**src/rtl/vga_pkg.sv**
```systemverilog
// vga_pkg: shared timing constants for the VGA timing generator and a helper
// that sums the four segments of one axis into its total length.
package vga_pkg;

    // Segment lengths of one axis (horizontal in pixels, vertical in lines).
    typedef struct packed {
        logic [15:0] visible;
        logic [15:0] fp;
        logic [15:0] sync;
        logic [15:0] bp;
    } axis_timing_t;

    // 800x600@60, 40 MHz pixel clock, positive syncs.
    localparam int           SVGA_PIX_HZ = 40_000_000;
    localparam axis_timing_t SVGA_H      = '{16'd800, 16'd40, 16'd128, 16'd88};
    localparam axis_timing_t SVGA_V      = '{16'd600, 16'd1, 16'd4, 16'd23};
    localparam bit           SVGA_POL    = 1'b1;

    // 640x480@60, 25 MHz pixel clock (nominally 25.175), negative syncs.
    localparam int           VGA_PIX_HZ  = 25_000_000;
    localparam axis_timing_t VGA_H       = '{16'd640, 16'd16, 16'd96, 16'd48};
    localparam axis_timing_t VGA_V       = '{16'd480, 16'd10, 16'd2, 16'd33};
    localparam bit           VGA_POL     = 1'b0;

    function automatic int axis_total(input int visible, input int fp,
                                      input int sync, input int bp);
        return visible + fp + sync + bp;
    endfunction

endpackage

```
**src/rtl/vga_axis_counter.sv**
```systemverilog
// vga_axis_counter: one timing axis. Counts 0..TOTAL-1 on each step and
// decodes the visible and sync regions from the current position.
module vga_axis_counter #(
    parameter int COUNT_W = 12,
    parameter int VISIBLE = 800,
    parameter int FP      = 40,
    parameter int SYNC    = 128,
    parameter int BP      = 88
) (
    input  logic               clk,
    input  logic               rst,
    input  logic               step,
    output logic [COUNT_W-1:0] pos,
    output logic               wrap,
    output logic               active,
    output logic               sync_on
);
    import vga_pkg::*;

    // One spare bit so a region end equal to 2^COUNT_W still compares correctly.
    localparam int XW    = COUNT_W + 1;
    localparam int TOTAL = axis_total(VISIBLE, FP, SYNC, BP);

    localparam logic [XW-1:0] LAST     = XW'(TOTAL - 1);
    localparam logic [XW-1:0] VIS_END  = XW'(VISIBLE);
    localparam logic [XW-1:0] SYNC_BEG = XW'(VISIBLE + FP);
    localparam logic [XW-1:0] SYNC_END = XW'(VISIBLE + FP + SYNC);

    logic [XW-1:0] pos_x;

    assign pos_x   = {1'b0, pos};
    assign wrap    = step && (pos_x == LAST);
    assign active  = pos_x < VIS_END;
    assign sync_on = (pos_x >= SYNC_BEG) && (pos_x < SYNC_END);

    // Position register: advance on step, wrap to zero after the last position.
    always_ff @(posedge clk) begin
        if (rst)       pos <= '0;
        else if (step) pos <= wrap ? '0 : pos + 1'b1;
    end

endmodule

```
**src/rtl/vga_timing_gen.sv**
```systemverilog
// vga_timing_gen: parametrised VGA timing generator. A clock-enable divider
// produces one pix_en per CLK_DIV clocks; hcount/vcount advance on it and the
// registered sync/de/colour outputs lag the counters by exactly one pixel.
// Optional build macro VGA_TEST_PATTERN_EN adds pattern_sel and a scrolling
// gradient test pattern driven by an 8-bit frame counter.
module vga_timing_gen #(
    parameter int CLK_DIV   = 3,
    parameter int COUNT_W   = 12,
    parameter int COLOR_W   = 4,
    parameter int H_VISIBLE = 800,
    parameter int H_FP      = 40,
    parameter int H_SYNC    = 128,
    parameter int H_BP      = 88,
    parameter int V_VISIBLE = 600,
    parameter int V_FP      = 1,
    parameter int V_SYNC    = 4,
    parameter int V_BP      = 23,
    parameter bit HSYNC_POL = 1'b1,
    parameter bit VSYNC_POL = 1'b1
) (
    input  logic                 clk,
    input  logic                 rst,
`ifdef VGA_TEST_PATTERN_EN
    input  logic                 pattern_sel,
`endif
    input  logic [3*COLOR_W-1:0] rgb_in,
    output logic                 pix_en,
    output logic [COUNT_W-1:0]   hcount,
    output logic [COUNT_W-1:0]   vcount,
    output logic                 line_start,
    output logic                 frame_start,
    output logic                 hsync,
    output logic                 vsync,
    output logic                 de,
    output logic [COLOR_W-1:0]   red,
    output logic [COLOR_W-1:0]   green,
    output logic [COLOR_W-1:0]   blue
);
    import vga_pkg::*;

    localparam int     H_TOTAL     = axis_total(H_VISIBLE, H_FP, H_SYNC, H_BP);
    localparam int     V_TOTAL     = axis_total(V_VISIBLE, V_FP, V_SYNC, V_BP);
    localparam longint COUNT_RANGE = longint'(1) << COUNT_W;
    localparam int     TICK_W      = (CLK_DIV > 1) ? $clog2(CLK_DIV) : 1;
    localparam logic [TICK_W-1:0] TICK_LAST = TICK_W'(CLK_DIV - 1);

    if (CLK_DIV < 1) begin : g_bad_div
        $error("vga_timing_gen: CLK_DIV must be at least 1");
    end
    if (longint'(H_TOTAL) > COUNT_RANGE) begin : g_bad_h
        $error("vga_timing_gen: H_TOTAL does not fit in COUNT_W bits");
    end
    if (longint'(V_TOTAL) > COUNT_RANGE) begin : g_bad_v
        $error("vga_timing_gen: V_TOTAL does not fit in COUNT_W bits");
    end

    logic [TICK_W-1:0]    tick;
    logic                 advance;
    logic                 running;
    logic                 step_h;
    logic                 out_en;
    logic                 h_wrap, v_wrap;
    logic                 h_active, v_active, visible;
    logic                 h_sync_on, v_sync_on;
    logic [3*COLOR_W-1:0] pix_rgb;

    // advance marks the clock that starts a pixel period. The first one after
    // reset only announces (0,0); counting and output updates start after it.
    assign advance = (tick == TICK_LAST);
    assign step_h  = advance && running;
    assign out_en  = advance && running;
    assign visible = h_active && v_active;

    // Divider: tick runs 0..CLK_DIV-1 and wraps.
    always_ff @(posedge clk) begin
        if (rst) tick <= '0;
        else     tick <= advance ? '0 : tick + 1'b1;
    end

    // Pixel-rate pulses, registered alongside the counter update.
    always_ff @(posedge clk) begin
        if (rst) begin
            running     <= 1'b0;
            pix_en      <= 1'b0;
            line_start  <= 1'b0;
            frame_start <= 1'b0;
        end else begin
            pix_en      <= advance;
            line_start  <= advance && (!running || h_wrap);
            frame_start <= advance && (!running || v_wrap);
            if (advance) running <= 1'b1;
        end
    end

    vga_axis_counter #(
        .COUNT_W(COUNT_W), .VISIBLE(H_VISIBLE), .FP(H_FP), .SYNC(H_SYNC), .BP(H_BP)
    ) u_h (
        .clk(clk), .rst(rst), .step(step_h), .pos(hcount),
        .wrap(h_wrap), .active(h_active), .sync_on(h_sync_on)
    );

    // Lines advance only on the horizontal wrap, so v_wrap implies h_wrap.
    vga_axis_counter #(
        .COUNT_W(COUNT_W), .VISIBLE(V_VISIBLE), .FP(V_FP), .SYNC(V_SYNC), .BP(V_BP)
    ) u_v (
        .clk(clk), .rst(rst), .step(h_wrap), .pos(vcount),
        .wrap(v_wrap), .active(v_active), .sync_on(v_sync_on)
    );

`ifdef VGA_TEST_PATTERN_EN
    logic [7:0]         frame_cnt;
    logic [3:0]         ramp;
    logic [COLOR_W-1:0] level;

    if (COUNT_W < 9) begin : g_bad_pat
        $error("vga_timing_gen: test pattern needs COUNT_W >= 9");
    end

    // Frame counter scrolls the bars; cleared by reset so restarts repeat exactly.
    always_ff @(posedge clk) begin
        if (rst)              frame_cnt <= '0;
        else if (frame_start) frame_cnt <= frame_cnt + 8'd1;
    end

    assign ramp    = hcount[8:5] + frame_cnt[5:2];
    assign level   = COLOR_W'(ramp);
    assign pix_rgb = pattern_sel ? {{COLOR_W{vcount[8]}} & level,
                                    {COLOR_W{vcount[7]}} & level,
                                    {COLOR_W{vcount[6]}} & level} : rgb_in;
`else
    assign pix_rgb = rgb_in;
`endif

    // Output stage: capture the pixel that sat on hcount/vcount for the whole
    // previous period, together with its colour, at the start of the next one.
    always_ff @(posedge clk) begin
        if (rst) begin
            de    <= 1'b0;
            red   <= '0;
            green <= '0;
            blue  <= '0;
            hsync <= ~HSYNC_POL;
            vsync <= ~VSYNC_POL;
        end else if (out_en) begin
            de                 <= visible;
            {red, green, blue} <= visible ? pix_rgb : '0;
            hsync              <= h_sync_on ~^ HSYNC_POL;
            vsync              <= v_sync_on ~^ VSYNC_POL;
        end
    end

endmodule
```
**config.mk**
```make
export PLATFORM = sky130hd
export DESIGN_NAME = vga_timing_gen
export DESIGN_NICKNAME = d
export VERILOG_FILES = /design/src/rtl/vga_pkg.sv /design/src/rtl/vga_axis_counter.sv /design/src/rtl/vga_timing_gen.sv
export SDC_FILE = /design/constraint.sdc
export NUM_CORES = 1
export LEC_CHECK = 0
export CORE_UTILIZATION = 50
export DETAILED_ROUTE_END_ITERATION = 10
export PLACE_DENSITY = 0.86
export SLEW_MARGIN = 20
export SYNTH_ARGS = -nofsm -noshare
export SYNTH_HDL_FRONTEND = slang
export SYNTH_SLANG_ARGS = --single-unit
```
**constraint.sdc**
```tcl
create_clock -name clk -period 3.3 [get_ports clk]
set_input_delay 0.66 -clock clk [delete_from_list [all_inputs] [get_ports clk]]
set_output_delay 0.66 -clock clk [all_outputs]
set_load 0.02 [all_outputs]
```
==> flow_metrics.py <==
metrics = {
    "pwr": {
        "cellPowerDensity_nw_per_um2": 386.7,
        "peakVddDrop_mv": 0.3024,
        "p_leak_uw": 0.0009329,
    },
    "synthesis": {
        "synth_top_area_share_pct": 43.53,
        "yosysSeqAreaShare_pct": 43.53,
        "yosys-top-cells-area": "dfxtp_1, a22o_1, nor2_1",
        "synth_flop_cell": "dfxtp_1",
        "synth_xor_area_share_pct": 4.655,
        "synth_area_um2": 2069,
        "ys_types": 47,
        "synth_top_family_by_area": "simple AND/OR/NAND/NOR gates",
        "synth.most_common_cell": "dfxtp_1",
        "synth_mux_area_share_pct": 0.4837,
        "syn_area_per_cell_um2": 8.998,
        "async_flop_share_pct": 0,
        "yosys.area_share.simple_pct": 28.30,
        "syn-num-nets": 249,
        "yosys-top-cells-count": "dfxtp_1, nor2_1, a21oi_1, nand2_1, nand3_1",
        "ys_ff_latch": 45,
        "synth_edf_count": 0,
        "synth_compound_area_share_pct": 15.36,
        "yosys.area_share.adder_pct": 3.023,
        "postSynthCellCount": 230,
        "yosysWarnings": 0,
        "synth_top_cell_by_area": "dfxtp_1",
    },
    "route": {
        "routed_wl_mm": 4.914,
        "drc": 0,
        "first_pass_iters": 4,
        "avgRoutedWirePerCell_um": 14.94,
        "vias": 1892,
        "drtIter0Drc": 72,
        "ant_nets": 0,
        "via_per_inst": 5.751,
    },
    "place": {
        "post-place-ws_ns": 0.9527,
        "dp_hpwl_mm": 3.450,
        "globalplace.congestion": 0.8633,
        "numPortBuffers": 55,
        "dp.cells": 321,
    },
    "status": {
        "status": "complete, no violations",
    },
    "sta": {
        "drv_slew": 0,
        "fin_worst_skew_ns": 0.007726,
        "finalSetupViolations": 0,
        "fmax_mhz": 459.7,
        "min_period_ns": 2.175,
        "hold_viol": 0,
        "fin_tns_setup_ns": 0,
        "slew_headroom_pct": 47.77,
        "finalCritPeriodShare_pct": 65.91,
        "rsz0062_at_grt": "false",
        "worst_slack_ns": 1.125,
        "worst_pin_slew_ns": 0.7805,
    },
    "cts": {
        "cts_resized": 0,
        "htreeDepth": 2,
        "cts_tree": "built",
        "path_clk_slew_ns": 0.08,
        "hold_buffers": 0,
        "insertion_delay_ns": 0.30,
        "clkSinkCount": 45,
        "clockRootBuffer": "clkbuf_8",
        "cts_buffers": 5,
        "clk_path_buf_depth": 2,
        "cts_setup_buffers": 0,
    },
    "global_route": {
        "grt_usage_pct": 23.79,
        "antenna_found_initial": 0,
        "grt_pass1_wl_mm": 7.907,
        "grt_max_degree": 20,
        "grt_remaining_overflow": 0,
        "grt_pass1_vias": 1726,
    },
    "setup_path": {
        "cp_num_buf_inv": 1,
        "critPathMaxFanout": 11,
        "end_kind": "primary output",
        "crit_chain": "clkdlybuf4s50_1",
        "critPathRequiredTime_ns": 2.64,
        "path_class": "flop to primary output",
        "arrival_ns": 1.52,
        "cp-start-kind": "flop",
        "critPathMaxStageDelay_ns": 0.69,
        "slowest_stage": "clkdlybuf4s50_1",
        "cp_top_family": "buffers and inverters",
    },
    "floorplanning": {
        "core_area_um2": 4000,
        "die-area_um2": 4400,
        "ios": 56,
        "die_w_um": 66.34,
        "die_y_um": 66.34,
        "initial_core_util_pct": 51.74,
        "rows": 23,
    },
    "finish": {
        "fill_cells": 309,
        "syn_to_final_growth_pct": 32.35,
        "drive_gt1_share_pct": 5.735,
        "fin_nets": 297,
        "final_cells": 329,
        "antennaDiodeCount": 0,
    },
    "min_path": {
        "worstHoldPathType": "flop to flop",
    },
    "job": {
        "max_cap_viol_count": 0,
    },
}
per-layer routing:
metal / part of all wire [%] / global-route usage (%) / vias up
met5: 0 / 0 / -
li1: - / - / 927
met3: 3.6 / 5.690 / 6
met1: 45 / 28.86 / 915
met2: 50 / 41.07 / 44
met4: 1.2 / 7.447 / 0
power breakdown:
part / leakage, uW / internal (uW) / switching (uW)
sequential: 0.000363 / 557 / 9.41
combinational: 0.000514 / 39.3 / 40.1
clock: 0.0000554 / 227 / 186
placed cells by master (no fill, tap or decap), types with 8 or more instances in the layout:
cell type         n
nor3_1            8
clkdlybuf4s50_1  55
nand2_1          15
nand3_1          13
nor2_1           22
a21oi_1          16
xnor2_1           8
dfxtp_1          45
nand4_1          10
a22o_1           12
sequential cells by signal (all words and copies together), names as in the netlist:
signal and cells:
vsync 1, blue 4, de 1, u_h.pos 12
red 4, u_v.pos 12, hsync 1, frame_start 1
tick 2, green 4, running 1, pix_en 1
line_start 1
path summary, 6_finish.rpt:
path / start / to / slack [ns] / cells past startpoint
setup / recovery: u_v.pos[6]$_SDFFE_PP0N_ / vcount[6] / 1.12 / 1
hold / removal: tick[0]$_SDFF_PP0_ / tick[0]$_SDFF_PP0_ / 0.42 / 1
setup reg to reg: tick[0]$_SDFF_PP0_ / u_v.pos[3]$_SDFFE_PP0N_ / 1.19 / 6
hold reg to reg: tick[0]$_SDFF_PP0_ / tick[0]$_SDFF_PP0_ / 0.42 / 1
per-stage QoR:
step / power, uW / util, % / hold WS, ns / area, um^2
CTS: 1071 / 68.47 / 0.4244 / 2739
global placement: 655.2 / 65.69 / 0.4083 / 2628
floorplan: 618.8 / - / 0.3975 / 2069
global route: 1100 / 68.47 / 0.4327 / 2739
finish: 1059 / 68.47 / 0.4209 / 2739
detailed placement: 658.5 / 65.69 / 0.4124 / 2628
area by class of cell:
cell class,count,area [um^2],area share [%]
Clock buffer,6,72.57,2.650
Clock inverter,2,38.79,1.416
Inverter,7,26.28,0.9593
Multi-Input combinational cell,162,1072,39.15
Sequential cell,45,900.9,32.89
Tap cell,50,62.56,2.284
Timing Repair Buffer,57,565.5,20.65
kinds of logic after synthesis:
family | after synthesis
buffers and inverters | 23
adders and majority gates | 5
and+or+nand+nor | 99
AOI/OAI and AO/OA | 46
xor gates and xnor gates | 11
DFF | 45
muxes | 1
(Power assumes the default switching activity.)
